[src/rtl/morse_pkg.sv]
// Shared definitions for the Morse transmitter: FSM state encoding,
// character code constants and the durations (in Morse units) of each element.
package morse_pkg;

  localparam logic [1:0] ST_IDLE    = 2'd0;
  localparam logic [1:0] ST_MARK    = 2'd1;
  localparam logic [1:0] ST_SYMGAP  = 2'd2;
  localparam logic [1:0] ST_CHARGAP = 2'd3;

  localparam logic [5:0] CODE_SPACE     = 6'd36;
  localparam logic [5:0] CODE_MAX_VALID = 6'd36;

  localparam logic [2:0] DOT_U           = 3'd1;
  localparam logic [2:0] DASH_U          = 3'd3;
  localparam logic [2:0] SYMGAP_U        = 3'd1;
  localparam logic [2:0] CHARGAP_U       = 3'd3;
  localparam logic [2:0] WORDGAP_EXTRA_U = 3'd4;

  // Mark length in units for one symbol (1 = dash).
  function automatic logic [2:0] mark_units(input logic dash);
    return dash ? DASH_U : DOT_U;
  endfunction

endpackage

[src/rtl/morse_rom.sv]
// Combinational character table: symbol count and dash/dot pattern per code.
// pattern is left-aligned: bit 4 is the first symbol sent, 1 = dash.
module morse_rom
  import morse_pkg::*;
(
  input  logic [5:0] char_code,
  output logic [2:0] len,
  output logic [4:0] pattern
);

  // ITU Morse lookup; anything that is not a letter or digit has no symbols.
  always_comb begin
    {len, pattern} = {3'd0, 5'b00000};
    case (char_code)
      6'd0:  {len, pattern} = {3'd2, 5'b01000}; // A .-
      6'd1:  {len, pattern} = {3'd4, 5'b10000}; // B -...
      6'd2:  {len, pattern} = {3'd4, 5'b10100}; // C -.-.
      6'd3:  {len, pattern} = {3'd3, 5'b10000}; // D -..
      6'd4:  {len, pattern} = {3'd1, 5'b00000}; // E .
      6'd5:  {len, pattern} = {3'd4, 5'b00100}; // F ..-.
      6'd6:  {len, pattern} = {3'd3, 5'b11000}; // G --.
      6'd7:  {len, pattern} = {3'd4, 5'b00000}; // H ....
      6'd8:  {len, pattern} = {3'd2, 5'b00000}; // I ..
      6'd9:  {len, pattern} = {3'd4, 5'b01110}; // J .---
      6'd10: {len, pattern} = {3'd3, 5'b10100}; // K -.-
      6'd11: {len, pattern} = {3'd4, 5'b01000}; // L .-..
      6'd12: {len, pattern} = {3'd2, 5'b11000}; // M --
      6'd13: {len, pattern} = {3'd2, 5'b10000}; // N -.
      6'd14: {len, pattern} = {3'd3, 5'b11100}; // O ---
      6'd15: {len, pattern} = {3'd4, 5'b01100}; // P .--.
      6'd16: {len, pattern} = {3'd4, 5'b11010}; // Q --.-
      6'd17: {len, pattern} = {3'd3, 5'b01000}; // R .-.
      6'd18: {len, pattern} = {3'd3, 5'b00000}; // S ...
      6'd19: {len, pattern} = {3'd1, 5'b10000}; // T -
      6'd20: {len, pattern} = {3'd3, 5'b00100}; // U ..-
      6'd21: {len, pattern} = {3'd4, 5'b00010}; // V ...-
      6'd22: {len, pattern} = {3'd3, 5'b01100}; // W .--
      6'd23: {len, pattern} = {3'd4, 5'b10010}; // X -..-
      6'd24: {len, pattern} = {3'd4, 5'b10110}; // Y -.--
      6'd25: {len, pattern} = {3'd4, 5'b11000}; // Z --..
      6'd26: {len, pattern} = {3'd5, 5'b11111}; // 0
      6'd27: {len, pattern} = {3'd5, 5'b01111}; // 1
      6'd28: {len, pattern} = {3'd5, 5'b00111}; // 2
      6'd29: {len, pattern} = {3'd5, 5'b00011}; // 3
      6'd30: {len, pattern} = {3'd5, 5'b00001}; // 4
      6'd31: {len, pattern} = {3'd5, 5'b00000}; // 5
      6'd32: {len, pattern} = {3'd5, 5'b10000}; // 6
      6'd33: {len, pattern} = {3'd5, 5'b11000}; // 7
      6'd34: {len, pattern} = {3'd5, 5'b11100}; // 8
      6'd35: {len, pattern} = {3'd5, 5'b11110}; // 9
      default: {len, pattern} = {3'd0, 5'b00000};
    endcase
  end

endmodule

[src/rtl/morse_tx.sv]
// Morse code keyer: accepts one character code at a time and keys it out
// as marks and gaps timed in units of UNIT_CYCLES clock cycles.
module morse_tx
  import morse_pkg::*;
#(
  parameter int UNIT_CYCLES = 4
) (
  input  logic       clk,
  input  logic       clrn,
  input  logic       char_valid,
  input  logic [5:0] char_code,
  output logic       char_ready,
  output logic       key_out,
  output logic       busy
);

  localparam logic [15:0] UNIT_LAST = 16'(UNIT_CYCLES - 1);

  logic [1:0]  state, state_n;
  logic [15:0] presc, presc_n;
  logic [2:0]  units, units_n;
  logic [2:0]  sym_idx, sym_idx_n;
  logic [2:0]  len_q, len_n;
  logic [4:0]  pat_q, pat_n;
  logic [2:0]  rom_len;
  logic [4:0]  rom_pat;
  logic        accept, unit_end, unit_done;
  logic [2:0]  next_idx;

  morse_rom u_rom (
    .char_code (char_code),
    .len       (rom_len),
    .pattern   (rom_pat)
  );

  // Symbol idx of a left-aligned pattern, as a dash flag.
  function automatic logic sym_is_dash(input logic [4:0] pat, input logic [2:0] idx);
    logic [4:0] shifted;
    shifted = pat << idx;
    return shifted[4];
  endfunction

  assign accept    = char_valid & char_ready;
  assign unit_end  = (presc == UNIT_LAST);
  assign unit_done = unit_end && (units == 3'd1);
  assign next_idx  = sym_idx + 3'd1;

  // Next-state logic: the prescaler restarts on every state entry.
  always_comb begin
    state_n   = state;
    presc_n   = unit_end ? 16'd0 : presc + 16'd1;
    units_n   = unit_end ? units - 3'd1 : units;
    sym_idx_n = sym_idx;
    len_n     = len_q;
    pat_n     = pat_q;
    case (state)
      ST_IDLE: begin
        presc_n = 16'd0;
        units_n = units;
        if (accept) begin
          len_n     = rom_len;
          pat_n     = rom_pat;
          sym_idx_n = 3'd0;
          if (char_code < CODE_SPACE) begin
            state_n = ST_MARK;
            units_n = mark_units(rom_pat[4]);
          end else if (char_code == CODE_SPACE) begin
            state_n = ST_CHARGAP;
            units_n = WORDGAP_EXTRA_U;
          end else begin
            // Invalid code: a zero-length gap makes busy pulse for one cycle.
            state_n = ST_CHARGAP;
            units_n = 3'd0;
          end
        end
      end
      ST_MARK: begin
        if (unit_done) begin
          presc_n = 16'd0;
          if (next_idx < len_q) begin
            state_n   = ST_SYMGAP;
            units_n   = SYMGAP_U;
            sym_idx_n = next_idx;
          end else begin
            state_n = ST_CHARGAP;
            units_n = CHARGAP_U;
          end
        end
      end
      ST_SYMGAP: begin
        if (unit_done) begin
          presc_n = 16'd0;
          state_n = ST_MARK;
          units_n = mark_units(sym_is_dash(pat_q, sym_idx));
        end
      end
      default: begin
        if (units == 3'd0 || unit_done) begin
          state_n   = ST_IDLE;
          presc_n   = 16'd0;
          units_n   = 3'd0;
          sym_idx_n = 3'd0;
        end
      end
    endcase
  end

  // State, counters and registered outputs derived from the next state.
  always_ff @(posedge clk or negedge clrn) begin
    if (!clrn) begin
      state      <= ST_IDLE;
      presc      <= 16'd0;
      units      <= 3'd0;
      sym_idx    <= 3'd0;
      len_q      <= 3'd0;
      pat_q      <= 5'd0;
      key_out    <= 1'b0;
      char_ready <= 1'b1;
      busy       <= 1'b0;
    end else begin
      state      <= state_n;
      presc      <= presc_n;
      units      <= units_n;
      sym_idx    <= sym_idx_n;
      len_q      <= len_n;
      pat_q      <= pat_n;
      key_out    <= (state_n == ST_MARK);
      char_ready <= (state_n == ST_IDLE);
      busy       <= (state_n != ST_IDLE);
    end
  end

endmodule

[config.mk]
export PLATFORM = sky130hd
export DESIGN_NAME = morse_tx
export DESIGN_NICKNAME = d
export VERILOG_FILES = /design/src/rtl/morse_pkg.sv /design/src/rtl/morse_rom.sv /design/src/rtl/morse_tx.sv
export SDC_FILE = /design/constraint.sdc
export NUM_CORES = 1
export LEC_CHECK = 0
export BUFFER_PORTS_ARGS = -buffer_cell sky130_fd_sc_hd__buf_4
export CORE_MARGIN = 5
export CORE_UTILIZATION = 40
export DETAILED_ROUTE_END_ITERATION = 8
export PLACE_DENSITY = 0.66
export SLEW_MARGIN = 20
export SYNTH_ARGS = -nofsm -noshare
export SYNTH_HDL_FRONTEND = slang
export SYNTH_HIERARCHICAL = 1
export SYNTH_SLANG_ARGS = --single-unit
export TNS_END_PERCENT = 30
[constraint.sdc]
create_clock -name clk -period 4.2 [get_ports clk]
set_clock_uncertainty 0.2 [all_clocks]
set_input_delay 0.21 -clock clk [delete_from_list [all_inputs] [get_ports clk]]
set_output_delay 0.21 -clock clk [all_outputs]
set_load 0.05 [all_outputs]
==> results of run 1 <==
==> worst paths after layout <==
path                                         start              endpoint  cells after the start
worst max-delay path            state[0]$_DFF_PN0_  char_ready$_DFF_PN1_                      8
worst min-delay path                  char_code[5]  units[2]$_DFFE_PN0P_                      3
worst max register to register  state[0]$_DFF_PN0_  char_ready$_DFF_PN1_                      8
worst min register to register  presc[0]$_DFF_PN0_    presc[0]$_DFF_PN0_                      1
max in group asynchronous                     clrn  char_ready$_DFF_PN1_                      2
min in group asynchronous                     clrn   presc[11]$_DFF_PN0_                      2
==> power breakdown <==
part | internal, mW | switching, mW | total (mW) | leakage, nW
registers | 0.421 | 0.0604 | 0.481 | 0.467
logic | 0.243 | 0.404 | 0.647 | 0.733
clock network | 0.116 | 0.123 | 0.239 | 0.0412
total | 0.780 | 0.587 | 1.37 | 1.24
==> cells in the final DEF (no fill, tap or decap), drive strengths merged, types with 2 or more instances in the layout <==
master | netlist | routed
a211o | 2 | 2
a211oi | 2 | 2
a21boi | 3 | 3
a21o | 3 | 3
a21oi | 12 | 12
a221oi | 2 | 2
a31oi | 4 | 4
and2 | 6 | 6
and3 | 8 | 8
buf | 11 | 11
clkbuf | 3 | 6
dfrtp | 34 | 34
ha | 18 | 18
inv | 15 | 15
mux2 | 12 | 12
mux2i | 2 | 2
nand2 | 22 | 22
nand2b | 5 | 5
nand3 | 7 | 7
nand3b | 3 | 3
nand4 | 7 | 7
nor2 | 31 | 31
nor2b | 7 | 7
nor3 | 6 | 6
nor3b | 4 | 4
nor4 | 3 | 3
nor4b | 2 | 2
o211ai | 2 | 2
o21a | 2 | 2
o21ai | 16 | 16
o22ai | 2 | 2
o31ai | 4 | 4
o32ai | 3 | 3
or3b | 2 | 2
xnor2 | 8 | 8
xor2 | 7 | 7
==> logic make-up (layout without fill, tap and decap cells) <==
group / Yosys count / after routing / synth area share
compound gates: 66 / 66 / 0.1713
xor+xnor: 15 / 15 / 0.04955
fa+ha+maj: 18 / 18 / 0.08495
buf+inv: 29 / 35 / 0.05474
flops: 35 / 35 / 0.3308
mux: 15 / 15 / 0.06701
simple gates: 116 / 116 / 0.2416
==> routing by layer <==
metal | vias to the layer above | wire [um] | share of wire
met2 | 47 | 2512 | 0.46
met4 | 0 | 39 | 0.0072
met1 | 1042 | 2639 | 0.49
met5 | - | 0 | 0
met3 | 5 | 215 | 0.040
li1 | 1058 | - | -
==> layout make-up <==
type	count	area (um^2)	area share
Clock buffer	6	72.57	0.02558
Clock inverter	2	12.51	0.004411
Inverter	15	56.30	0.01985
Timing Repair Buffer	12	92.59	0.03264
Tap cell	77	96.34	0.03397
Sequential cell	35	877.1	0.3092
Multi-Input combinational cell	230	1629	0.5743
==> worst max-delay path, stage by stage (launching register included) <==
cell and delay [ns]:
dfrtp_1 0.46, inv_1 0.13, ha_1 0.30, a21boi_0 0.55, o21ai_0 0.16, a31oi_1 0.21, a311oi_2 0.07, a21o_1 0.20
and2_1 0.15
==> registers in the layout, indices dropped and copies added, names as in the netlist <==
| signal | count |
|---|---|
| sym_idx | 3 |
| key_out | 1 |
| busy | 1 |
| len_q | 3 |
| units | 3 |
| pat_q | 5 |
| char_ready | 1 |
| state | 2 |
| presc | 16 |
==> per-stage QoR <==
step | utilization | worst slack (ns)
2_1_floorplan | - | 1.923
3_3_place_gp | 0.4293 | 1.800
3_5_place_dp | 0.4293 | 1.768
6_report | 0.4442 | 1.696
5_1_grt | 0.4442 | 1.541
4_1_cts | 0.4442 | 1.745
==> timing repair <==
item / 4_1_cts / 5_1_grt
hold buffers: 1 / 0
endpoints found under the setup margin: 0 / 0
endpoints found under the hold margin: 34 / 0
==> impl_results.md, run 1 <==
- Synthesis-to-layout area growth: 6.984%
- Top Ports: 12
- Seq/Total Area, Yosys: 0.3308
- Max Cap Viol: 0
- Startpoint Class: register
- Syn Inst Count: 294
- Worst-case clock buffer depth: 2
- CP max FO: 7
- DP Wirelength: 3.869 mm
- Net Count, Synth: 321
- Gpl congestion: 0.9281
- Pre-antenna DRT Iters: 4
- Met1 Usage GRT: 0.1903
- CTS tree: built
- Yosys top cell area share: 0.3209
- Largest net degree at the start of global routing: 36
- Grt peak-use layer: met2
- Worst slew pin tran: 0.7140 ns
- Synth area leader: dfrtp_1
- Final min period: 2.504 ns
- Die area: 8357 um^2
- Fmax achieved: 399.3 MHz
- Wire per inst: 14.34 um
- Via/cell ratio: 5.708
- Number of CTS-inserted buffers: 5
- Status: finished, final reports clean
- Crit Path Class: register to register
- Antenna-violating nets left: 0
- Share of flip-flops with an asynchronous set or reset: 1.000
- # fillers: 622
- Initial antenna violation count: 0
- Finished Layout Cells: 377
- WHS: 0.1017 ns
- I/O Buffers: 11
- Worst-Skew Late Latency: 0.29 ns
- Clock root buffer: clkbuf_8
- Share of cells above drive strength 1: 0.1433
- EDFF count, synth: 0
- WL final: 5.406 mm
- Post-synth top flop: dfrtp_1
- TNS Setup: 0 ns
- Final Slew Violations: 0
- Clk sink count: 35
- Critical Path RT: 4.22 ns
- Total GRT Usage: 0.1325
- Synth Cell Area: 2651 um^2
- Power per cell area: 481.9 nW/um^2
- Register-to-register setup slack: 1.70 ns
- Via count: 2,152
- Initial DRC Count: 150
- Setup bufs post-CTS: 0
- Initial Utilization: 0.4152
- Setup violations, final: 0
- Met3 usage: 0.02645
- Dpl cells: 368
- Leak Pwr: 1.241 nW
- Core box area: 6386 um^2
- Chip width: 91.42 um
- Most common cell in the netlist: dfrtp_1
- Final hold violations: 0
- Seq cells post-synth: 35
- Num rows: 29
- First-pass GRT wire length: 9.446 mm
- Syn Area/Cell: 9.018 um^2
- Post-DP Area: 2741 um^2
- Fin nets: 326
- Worst hold path class: primary input to register
- RSZ-0062 raised after global routing: false
- Most frequent cells after synthesis: dfrtp_1, nor2_1, nand2_1
- Design Area, Final: 2836 um^2
- Pwr Total: 1.367 mW
- Arrival @ worst endpoint: 2.53 ns
- Met2 Track Usage GR: 0.2047
- Post-route DRC: 0
- Remaining global-route overflow: 0
- Clk slew on worst S/H paths: 0.08 ns
- Diode count: 0
- Netlist cell types: 60
- Cells resized by post-CTS repair: 0
- CTS H-tree depth: 2
- Vias in the first global route: 2,027
- Top cells by area, synth: dfrtp_1, ha_1, mux2_2, nor2_1, nand2_1
- Die Y: 91.42 um
- CP Capture Type: register
- Yosys warning count: 6
- Final period utilization: 0.5963
- Worst vdd ir: 292.9 uV
- Worst slew margin: 0.5230
Power figures use the tool's default switching activity.
==> run 2, diff against run 1 <==
--- a/config.mk
+++ b/config.mk
@@ -5,6 +5,7 @@
 export SDC_FILE = /design/constraint.sdc
 export NUM_CORES = 1
 export LEC_CHECK = 0
+export ABC_AREA = 1
 export BUFFER_PORTS_ARGS = -buffer_cell sky130_fd_sc_hd__buf_4
 export CORE_MARGIN = 5
 export CORE_UTILIZATION = 40
==> constraint.sdc (replaced) <==
create_clock -name clk -period 2.5 [get_ports clk]
set_clock_uncertainty 0.2 [all_clocks]
set_input_delay 0.125 -clock clk [delete_from_list [all_inputs] [get_ports clk]]
set_output_delay 0.125 -clock clk [all_outputs]
set_load 0.05 [all_outputs]
==> run 2 against run 1 <==
Wire length rose by 9.7%. Area after synthesis grew 5.5%. Register-to-register slack worse by 1.5 ns. Final area grew 10%. Utilization is 1.6 points higher. Largest power group unchanged.
==> impl_results.md, run 2 <==
- Synthesis-to-layout area growth: 11.85%
- Number of CTS-inserted buffers: 5 (unchanged)
- Num rows: 30 (+3.4%)
- Critical Path RT: 2.48 ns (-1.74 ns)
- Pre-antenna DRT Iters: 5 (+1)
- WL final: 5.933 mm (+9.7%)
- Die area: 8767 um^2 (+4.9%)
- CTS H-tree depth: 2 (unchanged)
- Max Cap Viol: 0 (unchanged)
- Syn Inst Count: 374 (+27%)
- Final Slew Violations: 0 (unchanged)
- FF-to-FF path depth: 10 (+2)
- Design Area, Final: 3129 um^2 (+10%)
- Gpl congestion: 0.8490 (-8.5%)
- Final min period: 2.339 ns (-0.1655 ns)
- WHS: 0.1246 ns (+0.02290 ns)
- Vias in the first global route: 2,282 (+13%)
- Top cells by area, synth: dfrtp_1, nand2_1, ha_1, inv_1, nor2_1
- CP Capture Type: register
- Yosys top cell area share: 0.3041 (-0.01679)
- Simple logic cell fraction of the synthesized area: 0.3913 (+0.1497)
- Startpoint Class: register
- Clk slew on worst S/H paths: 0.07 ns (about the same)
- Crit Path Class: register to register
- CTS tree: built
- Diode count: 0 (unchanged)
- Syn Area/Cell: 7.480 um^2 (-17%)
- Largest net degree at the start of global routing: 36 (unchanged)
- Post-route DRC: 0 (unchanged)
- Post-synthesis mux area share: 0.02013 (-0.04689)
- Setup slack after placement: 0.1018 ns (-1.666 ns)
- Top Ports: 12 (unchanged)
- Antenna-violating nets left: 0 (unchanged)
- Max FFs per register: 16 (unchanged)
- Share of cells above drive strength 1: 0.2335 (+0.09017)
- Fin nets: 420 (+29%)
- Largest family of logic cells by synthesized area: simple AND/OR/NAND/NOR gates
- Total GRT Usage: 0.1439 (+0.01138)
- I/O Buffers: 11 (unchanged)
- Dpl cells: 478 (+30%)
- Pwr Total: 2.674 mW (+96%)
- Post-Synth XOR/XNOR Area: 0.02818 (-0.02138)
- Worst hold path class: primary input to async pin
- Via count: 2,376 (+10%)
- Post-route setup slack: 0.1611 ns (-1.535 ns)
- Adder-Cell Fraction of Synth Area: 0.08050 (-0.004445)
- Via/cell ratio: 4.849 (-15%)
- # fillers: 690 (+11%)
- Seq cells post-synth: 35 (unchanged)
- FF-to-FF Start: sym_idx[1]$_DFFE_PN0P_
- Critical-path cell list: ha_1 > xor2_2 > ha_1 > a21o_1 > a31oi_2 > a21oi_1 > nor2_2 > o31ai_1 > nand2_1 > nand2_1
- Worst-Skew Late Latency: 0.29 ns (about the same)
- Final hold violations: 0 (unchanged)
- Setup violations, final: 0 (unchanged)
- DP Wirelength: 4.646 mm (+20%)
- Seq/Total Area, Yosys: 0.3135 (-0.01731)
- CP max stage delay: 0.43 ns (-0.12 ns)
- Clock root buffer: clkbuf_8
- Initial Utilization: 0.4118 (-0.003378)
- Largest regs: presc: 16 flops, pat_q: 5 flops
- Net Count, Synth: 401 (+25%)
- Wire per inst: 12.11 um (-16%)
- Post-DP Area: 2978 um^2 (+8.6%)
- Finished Layout Cells: 490 (+30%)
- Worst slew pin tran: 0.4522 ns (-0.2618 ns)
- Chip width: 93.63 um (+2.4%)
- Most frequent cells in the layout: nand2_1, inv_1, nor2_1
- Worst vdd ir: 645.1 uV (+120%)
- Final period utilization: 0.9356 (+0.3393)
- Power per cell area: 854.6 nW/um^2 (+77%)
- Arrival @ worst endpoint: 2.32 ns (-0.21 ns)
- Synth area leader: dfrtp_1
- Reg2reg end: sym_idx[1]$_DFFE_PN0P_
- Synth Area in Compound Gates: 0.08810 (-0.08320)
- Die Y: 93.63 um (+2.4%)
- Most frequent cells after synthesis: nand2_1, inv_1, nor2_1
- Post-synth top flop: dfrtp_1
- Register with the most flip-flops: presc
- EDFF count, synth: 0 (unchanged)
- Core box area: 6794 um^2 (+6.4%)
- Leak Pwr: 1.550 nW (+25%)
- Register-to-register setup slack: 0.16 ns (-1.53 ns)
- CP max FO: 5 (-2)
- CP max stage cell: dfrtp_1
- Yosys warning count: 6 (unchanged)
- Worst-case clock buffer depth: 2 (unchanged)
- First-pass GRT wire length: 10.38 mm (+9.9%)
- Netlist cell types: 40 (-33%)
- Status: finished, final reports clean
- Most common cell in the netlist: nand2_1
- Synth Cell Area: 2798 um^2 (+5.5%)
- Remaining global-route overflow: 0 (unchanged)
- Initial DRC Count: 110 (-27%)
- Fmax achieved: 427.5 MHz (+7.1%)
- Commonest non-fill, non-tap cell in the layout: nand2_1
- Clk sink count: 35 (unchanged)
- Initial antenna violation count: 0 (unchanged)
- Worst slew margin: 0.6985 (+0.1755)
- Share of flip-flops with an asynchronous set or reset: 1.000 (unchanged)
## run 2: changes by cell type in the layout (fill, tap and decap cells not counted), moves of 9 or more
cell / previous run / this run
nor2_1: 31 / 40
nand2_1: 22 / 90
nor2_2: 0 / 15
nand3_1: 6 / 22
inv_1: 15 / 41
nand2_2: 0 / 11
## run 2: timing repair
item | in CTS | in global routing
hold buffers | 1 | 0
endpoints found under the setup margin | 0 | 4
endpoints found under the hold margin | 35 | 0
buffers inserted | 0 | 3
resized for setup | 0 | 3
## run 2: layout make-up
type	instances	area [um^2]	area share
tap	96	120.1	0.03838
clock inverter	1	7.507	0.002399
timing repair buffer	16	122.6	0.03918
clock buffer	7	96.34	0.03079
inverter	49	188.9	0.06038
sequential	35	878.3	0.2807
multi-input combinational	286	1715	0.5482
## run 2: metal layers
metal,vias to the layer above,track usage,share of wire
met5,-,0,0
met4,0,0.03249,0.0064
met3,5,0.02735,0.035
met2,43,0.2382,0.48
met1,1097,0.1944,0.48
li1,1231,-,-
## run 2: logic make-up after synthesis
kind of cell / count (synthesis)
multiplexers: 5
AO/OA/AOI/OAI: 41
buffers and inverters: 53
XOR/XNOR: 9
adder cells (fa/ha/maj): 18
AND/OR/NAND/NOR: 213
flip-flops: 35
## run 2: critical path: cells and delay by family, from the launching register on
| kind | cells | cell delay, ns |
|---|---|---|
| compound gates | 4 | 0.59 |
| xor+xnor | 1 | 0.16 |
| fa+ha+maj | 2 | 0.54 |
| flops | 1 | 0.43 |
| simple gates | 3 | 0.30 |
## run 2: per-stage QoR
step	util	setup TNS, ns
after floorplan	-	0
after global placement	0.4383	0
after detailed placement	0.4383	0
after CTS	0.4551	0
after global routing	0.4606	-0.01915
final	0.4606	0
## run 2: worst max path at each step
| stage | start | endpoint | slack [ns] | cells past startpoint |
|---|---|---|---|---|
| floorplan | sym_idx[0]$_DFFE_PN0P_ | busy$_DFF_PN0_ | 0.31 | 12 |
| global placement | sym_idx[0]$_DFFE_PN0P_ | busy$_DFF_PN0_ | 0.21 | 12 |
| detailed placement | sym_idx[0]$_DFFE_PN0P_ | sym_idx[0]$_DFFE_PN0P_ | 0.10 | 10 |
| CTS | sym_idx[0]$_DFFE_PN0P_ | sym_idx[0]$_DFFE_PN0P_ | 0.08 | 10 |
| global route | sym_idx[1]$_DFFE_PN0P_ | sym_idx[2]$_DFFE_PN0P_ | -0.01 | 10 |
| finish | sym_idx[1]$_DFFE_PN0P_ | sym_idx[1]$_DFFE_PN0P_ | 0.16 | 10 |
## run 2: where the power goes
part	internal (mW)	switching, mW
sequential	0.726	0.118
combinational	0.495	0.873
clock	0.251	0.212
